<file path="config.mk">
export PLATFORM = sky130hd
export DESIGN_NAME = repetition_tx
export DESIGN_NICKNAME = d
export VERILOG_FILES = /design/src/rtl/repetition_tx_pkg.sv /design/src/rtl/repetition_tx_mod_counter.sv /design/src/rtl/repetition_tx.sv
export SDC_FILE = /design/constraint.sdc
export NUM_CORES = 1
export LEC_CHECK = 0
export ABC_AREA = 1
export CAP_MARGIN = 0
export CORE_AREA = 5 5 58 60
export CTS_CLUSTER_SIZE = 25
export DETAILED_ROUTE_END_ITERATION = 6
export DIE_AREA = 0 0 63 65
export HOLD_SLACK_MARGIN = 0.05
export SYNTH_ARGS = -nofsm -noshare
export SYNTH_HDL_FRONTEND = slang
export SYNTH_SLANG_ARGS = --single-unit
</file>
<file path="constraint.sdc">
create_clock -name clk -period 4 [get_ports clk]
set_clock_uncertainty 0.15 [all_clocks]
set_input_delay 0.8 -clock clk [delete_from_list [all_inputs] [get_ports clk]]
set_output_delay 0.8 -clock clk [all_outputs]
set_load 0.05 [all_outputs]
</file>
<file path="src/rtl/repetition_tx_pkg.sv">
// Shared definitions for the 3x repetition-coded serial link (transmitter and receiver).
package repetition_tx_pkg;

    typedef enum logic [1:0] {
        IDLE  = 2'd0,
        START = 2'd1,
        DATA  = 2'd2,
        STOP  = 2'd3
    } tx_state_e;

    localparam logic TX_IDLE_LEVEL = 1'b1;
    localparam int   DEF_REPS      = 3;

    // Counter width for a modulus, never narrower than one bit.
    function automatic int cnt_w(input int m);
        return (m > 1) ? $clog2(m) : 1;
    endfunction

endpackage

</file>
<file path="src/rtl/repetition_tx_mod_counter.sv">
// Modulo-MOD up-counter with synchronous clear; wrap flags the last count of a cycle.
module tx_mod_counter
    import repetition_tx_pkg::*;
#(
    parameter int MOD = DEF_REPS,
    parameter int W   = cnt_w(MOD)
) (
    input  logic         clk,
    input  logic         rst,
    input  logic         clear,
    input  logic         en,
    output logic [W-1:0] count,
    output logic         wrap
);

    localparam logic [W-1:0] LAST = W'(MOD - 1);

    assign wrap = en && (count == LAST);

    always_ff @(posedge clk or posedge rst) begin
        if (rst)
            count <= '0;
        else if (clear)
            count <= '0;
        else if (en)
            count <= (count == LAST) ? '0 : count + W'(1);
    end

endmodule

</file>
<file path="src/rtl/repetition_tx.sv">
// Framed serial transmitter: start, NBITS data bits LSB first, stop; each symbol held REPS cycles.
module repetition_tx
    import repetition_tx_pkg::*;
#(
    parameter int NBITS = 8,
    parameter int REPS  = DEF_REPS
) (
    input  logic             clk,
    input  logic             rst,
    input  logic             in_val,
    output logic             in_rdy,
    input  logic [NBITS-1:0] in_data,
    output logic             tx,
    output logic             busy
);

    localparam int RW = cnt_w(REPS);
    localparam int BW = cnt_w(NBITS);

    tx_state_e        state, state_nxt;
    logic [NBITS-1:0] shreg, shreg_nxt;
    logic             tx_nxt;
    logic [RW-1:0]    rep_cnt;
    logic [BW-1:0]    bit_cnt;
    logic             rep_wrap, bit_wrap, xfer;

    assign in_rdy = (state == IDLE);
    assign busy   = (state != IDLE);
    assign xfer   = in_val && in_rdy;

    tx_mod_counter #(.MOD(REPS)) u_rep (
        .clk   (clk),
        .rst   (rst),
        .clear (xfer),
        .en    (busy),
        .count (rep_cnt),
        .wrap  (rep_wrap)
    );

    tx_mod_counter #(.MOD(NBITS)) u_bit (
        .clk   (clk),
        .rst   (rst),
        .clear (xfer),
        .en    ((state == DATA) && rep_wrap),
        .count (bit_cnt),
        .wrap  (bit_wrap)
    );

    always_comb begin
        state_nxt = state;
        shreg_nxt = shreg;
        case (state)
            IDLE: if (xfer) begin
                state_nxt = START;
                shreg_nxt = in_data;
            end
            START: if (rep_wrap) state_nxt = DATA;
            DATA: if (rep_wrap) begin
                shreg_nxt = shreg >> 1;
                if (bit_wrap) state_nxt = STOP;
            end
            STOP: if (rep_wrap) state_nxt = IDLE;
            default: state_nxt = IDLE;
        endcase
    end

    // tx is registered from the next state so the line level lines up with the state it encodes.
    always_comb begin
        tx_nxt = TX_IDLE_LEVEL;
        case (state_nxt)
            START:   tx_nxt = 1'b0;
            DATA:    tx_nxt = shreg_nxt[0];
            default: tx_nxt = TX_IDLE_LEVEL;
        endcase
    end

    always_ff @(posedge clk or posedge rst) begin
        if (rst) begin
            state <= IDLE;
            shreg <= '0;
            tx    <= TX_IDLE_LEVEL;
        end else begin
            state <= state_nxt;
            shreg <= shreg_nxt;
            tx    <= tx_nxt;
        end
    end

endmodule

</file>
* After elaboration in Yosys (flattened, before gate mapping)
Cells that the tools add are included.
Operators by class: $add $sub $neg 2, multiply operators 0, div/mod/pow operators 0, order comparisons 0, equality and inequality tests 9, shift-type cells 0, mux-type cells 16, bitwise logic cells 0, reduce and logical (&&, ||, !) cells 10
Operator list (number):
- 2-bit 2-to-1 mux | 8
- 8-bit 2-to-1 mux | 2
- 8-bit case mux with 2 select lines | 1
- 3-bit 2-to-1 mux | 3
- 2-bit equality test (second input constant) | 4
- 2-bit case mux with 4 select lines | 1
- 2-bit nonzero test | 4
- 2-bit by 1-bit equality test with 1-bit output (second input constant) | 2
- 1-bit logical AND | 4
- 3-bit by 1-bit adder with 3-bit output (second input constant) | 1
- 3-bit equality test (second input constant) | 1
- 3-bit AND reduction | 1
- 2-bit by 1-bit adder with 2-bit output (second input constant) | 1
- 2-bit zero test | 1
- 2-bit by 1-bit inequality test with 1-bit output (second input constant) | 1
- 2-bit inequality test (second input constant) | 1
- 1-bit case mux with 2 select lines | 1
Word-level totals: flip-flop bits (word level) 16, latch bits 0, RAM bits 0, bits in read-only memories 0, output and inout port bits 3, word-level logic and storage cells 43, memories 0

* Longest topological paths before layout
depth in word-level cells 9, mapped depth 9, mapped depth without buffers 9

* Cells and area by module
A second synthesis with hierarchy kept.
Second synthesis, totals: cells, all modules 120, area total of the unflattened synthesis 853.3 um^2
Modules (own cells, without submodules):
- repetition_tx | instances 1, cells an instance 83, area each 581.8 um^2, seq. area each 276.5 um^2
- tx_mod_counter at u_bit | instances 1, cells an instance 22, area each 166.4 um^2, seq. area each 75.1 um^2
- tx_mod_counter at u_rep | instances 1, cells an instance 15, area each 105.1 um^2, seq. area each 50.0 um^2

* Worst setup path before layout
Ideal clock, no wire load.
kind register to output, start point register state[0], end point output port busy, arrival 1.033 ns, slack 2.017 ns, cell stages (with the launch flop) 3, buffers on the path 0, cells stage by stage dfrtp_1 -> nor2_4 -> inv_2
Between the ends: word-level cells in the longest chain between the ends 1
RTL lines:
- start, declared | line repetition_tx.sv:20 | tx_state_e state, state_nxt;
- start signal, assigned | line repetition_tx.sv:83 | state <= state_nxt;
- 2-bit nonzero test | line repetition_tx.sv:28 | assign busy = (state != IDLE);
- end, declared | line repetition_tx.sv:14 | output logic busy
Every way passes these cells.

* Worst setup path after layout
start point register state[0], end point output port in_rdy
Between the ends: word-level cells in the longest chain between the ends 1
RTL lines:
- 2-bit zero test | line repetition_tx.sv:27 | assign in_rdy = (state == IDLE);
- end, declared | line repetition_tx.sv:11 | output logic in_rdy,
Every way passes these cells.

==> metrics.txt <==
CTS max path bufs 2; Top Ports 14; clock-pin slew on the worst setup and hold paths 0.09 ns; MaxCap Viol Count 0; yosys warns 0; Slew HR 60.4%; Sink Count 16; Cell variety after synth 17; fin nets 133; most common cell in the synthesized netlist nand2_1; Core Footprint 2880 sq um; Via Count 672; synthesized cell area 800 sq um; net switching power 0.321 mW; DR WL/cell 9.88 um; CTS root buf clkbuf_4; layout cells sized above 1 10.9%; Seq/Total Area, Yosys 50.2%; CTS Buf Count 3; Placed Area 971 sq um; Pre-Repair DR Iteration Count 4; Net Sw Frac 43.4%; post-synthesis cell count 102; worst hold margin 0.333 ns; worst skew pair latency 0.28 ns; final hold vios 0; CP Class flip-flop to output pin; FF+latch count, synth 16; antenna violations before repair 0; Post-synth ARST share 100%; final wirelength 1.50 mm; largest net degree at the start of global routing 17; post-route ant nets 0; TritonCTS clock tree built; Startpoint Class flip-flop; DP HPWL 1.21 mm; dominant cell type by area after synthesis dfrtp_1; Net Count, Synth 115; DRC viols 0; area of the multi-input gates 345 sq um; post-synth top area share 46.9%; Lkg Pwr 0.537 nW; period utilization 68.8%; Clk pwr share 14.1%; Placed Cells incl. Taps 148; die footprint 4100 sq um; Final min period 2.75 ns; diode count 0; dpl ws 1.54 ns; filler instances 308; Seq pwr share 39.2%; chip height 65 um; Reg2Reg Setup Slack 2.60 ns; Final Core Density 35.0%; fin. max-slew vios 0; Critical Path AT 1.80 ns; Final Setup Violations 0; RD Place Congestion 0.774; grt ovf 0; Primary FF master, synth dfrtp_1; setup tns final 0 ns; number of global-route vias before repair 650; status complete, no violations; Worst EP required 3.05 ns; Non-Filler Instances 152; CP Max Fanout 7; Combinational Power Share 46.7%; Post-CTS Resized 0; worst hold path class flip-flop to flip-flop; initial core utilization 27.8%; Die Wd 63 um; Fmax achieved 363 MHz; area grow syn2layout 26.0%; first-pass GRT wire length 2.74 mm; Internal Pwr Total 0.419 mW; hold buffers post-CTS 0; Setup Fix Bufs, Post-CTS 0; H-tree depth 1; RSZ-0062 raised after global routing no; number of port buffers 13; DRT iter0 DRCs 24; Synth top cells by count 46 x nand2_1, 15 x dfrtp_1, 11 x nand3_1, 10 x inv_1, 4 x inv_2; Final Power 0.740 mW; setup slack after layout 1.25 ns; post-route design area 1010 sq um; worst-margin pin slew 0.593 ns; pwr/cell area 734 nW/um^2; Syn Area/Cell 7.84 sq um; Post-synth EDFFs 0; # rows 20; critical path endpoint category output pin; FF+latch area 402 sq um; worst vdd ir 0.454 mV; Synth area leaders dfrtp_1 47%, nand2_1 22%, nand3_1 6.9%; Vias/cell 4.42; total global-route track usage 8.45%
## layer usage
layer | track usage, % | share of wire, % | up-vias
met5 | 0 | 0 | -
met4 | 4.77 | 0.87 | 0
met3 | 1.91 | 4.3 | 2
met2 | 13.2 | 48 | 12
met1 | 10.7 | 47 | 306
li1 | - | - | 352
## power groups by stage
| stage | Combinational (mW) | Sequential, mW | Clock, mW |
|---|---|---|---|
| 2_1_floorplan | 0.250 | 0.302 | 0 |
| 3_3_place_gp | 0.346 | 0.289 | 0 |
| 3_5_place_dp | 0.355 | 0.295 | 0 |
| 4_1_cts | 0.355 | 0.291 | 0.109 |
| 5_1_grt | 0.400 | 0.299 | 0.116 |
| 6_report | 0.346 | 0.290 | 0.104 |
## layout make-up
class,count,area share [%]
multi-input cells,72,34.3
clock buffers,4,3.60
well taps,33,4.10
repair buffers,13,12.9
inverters,14,5.22
flip-flops and latches,16,39.9
## cell usage in the layout, fill, tap and decap left out, types with 3 or more instances in the layout
master / synthesis / routed
clkbuf_4: 0 / 3
clkdlybuf4s50_1: 0 / 13
dfrtp_1: 15 / 15
inv_1: 10 / 10
inv_2: 4 / 4
nand2_1: 46 / 46
nand3_1: 11 / 11
## critical path, cell delays in order, from the launching register on
cell and delay [ns]:
dfrtp_1 0.46, nor2_4 0.22, clkdlybuf4s50_1 0.84
## kinds of logic after synthesis
family	synth area share, %
DFF	50.2
AOI/OAI and AO/OA	4.69
and+or+nand+nor	35.4
buffers and inverters	6.57
adders and majority gates	3.13
## flip-flops by register name, indices dropped and copies added (netlist names)
name,flops
shreg,8
u_rep.count,2
state,2
tx,1
u_bit.count,3
## path summary, 6_finish.rpt
check                                     from              to  cells past startpoint
worst max-delay path                  state[0]          in_rdy                      2
worst min-delay path                  shreg[7]        shreg[7]                      2
worst max register to register  u_bit.count[0]              tx                      7
worst min register to register        shreg[7]        shreg[7]                      2
max in group asynchronous                  rst  u_rep.count[1]                      2
min in group asynchronous                  rst  u_bit.count[0]                      2
No activity file was read; power rests on OpenSTA's default activity.
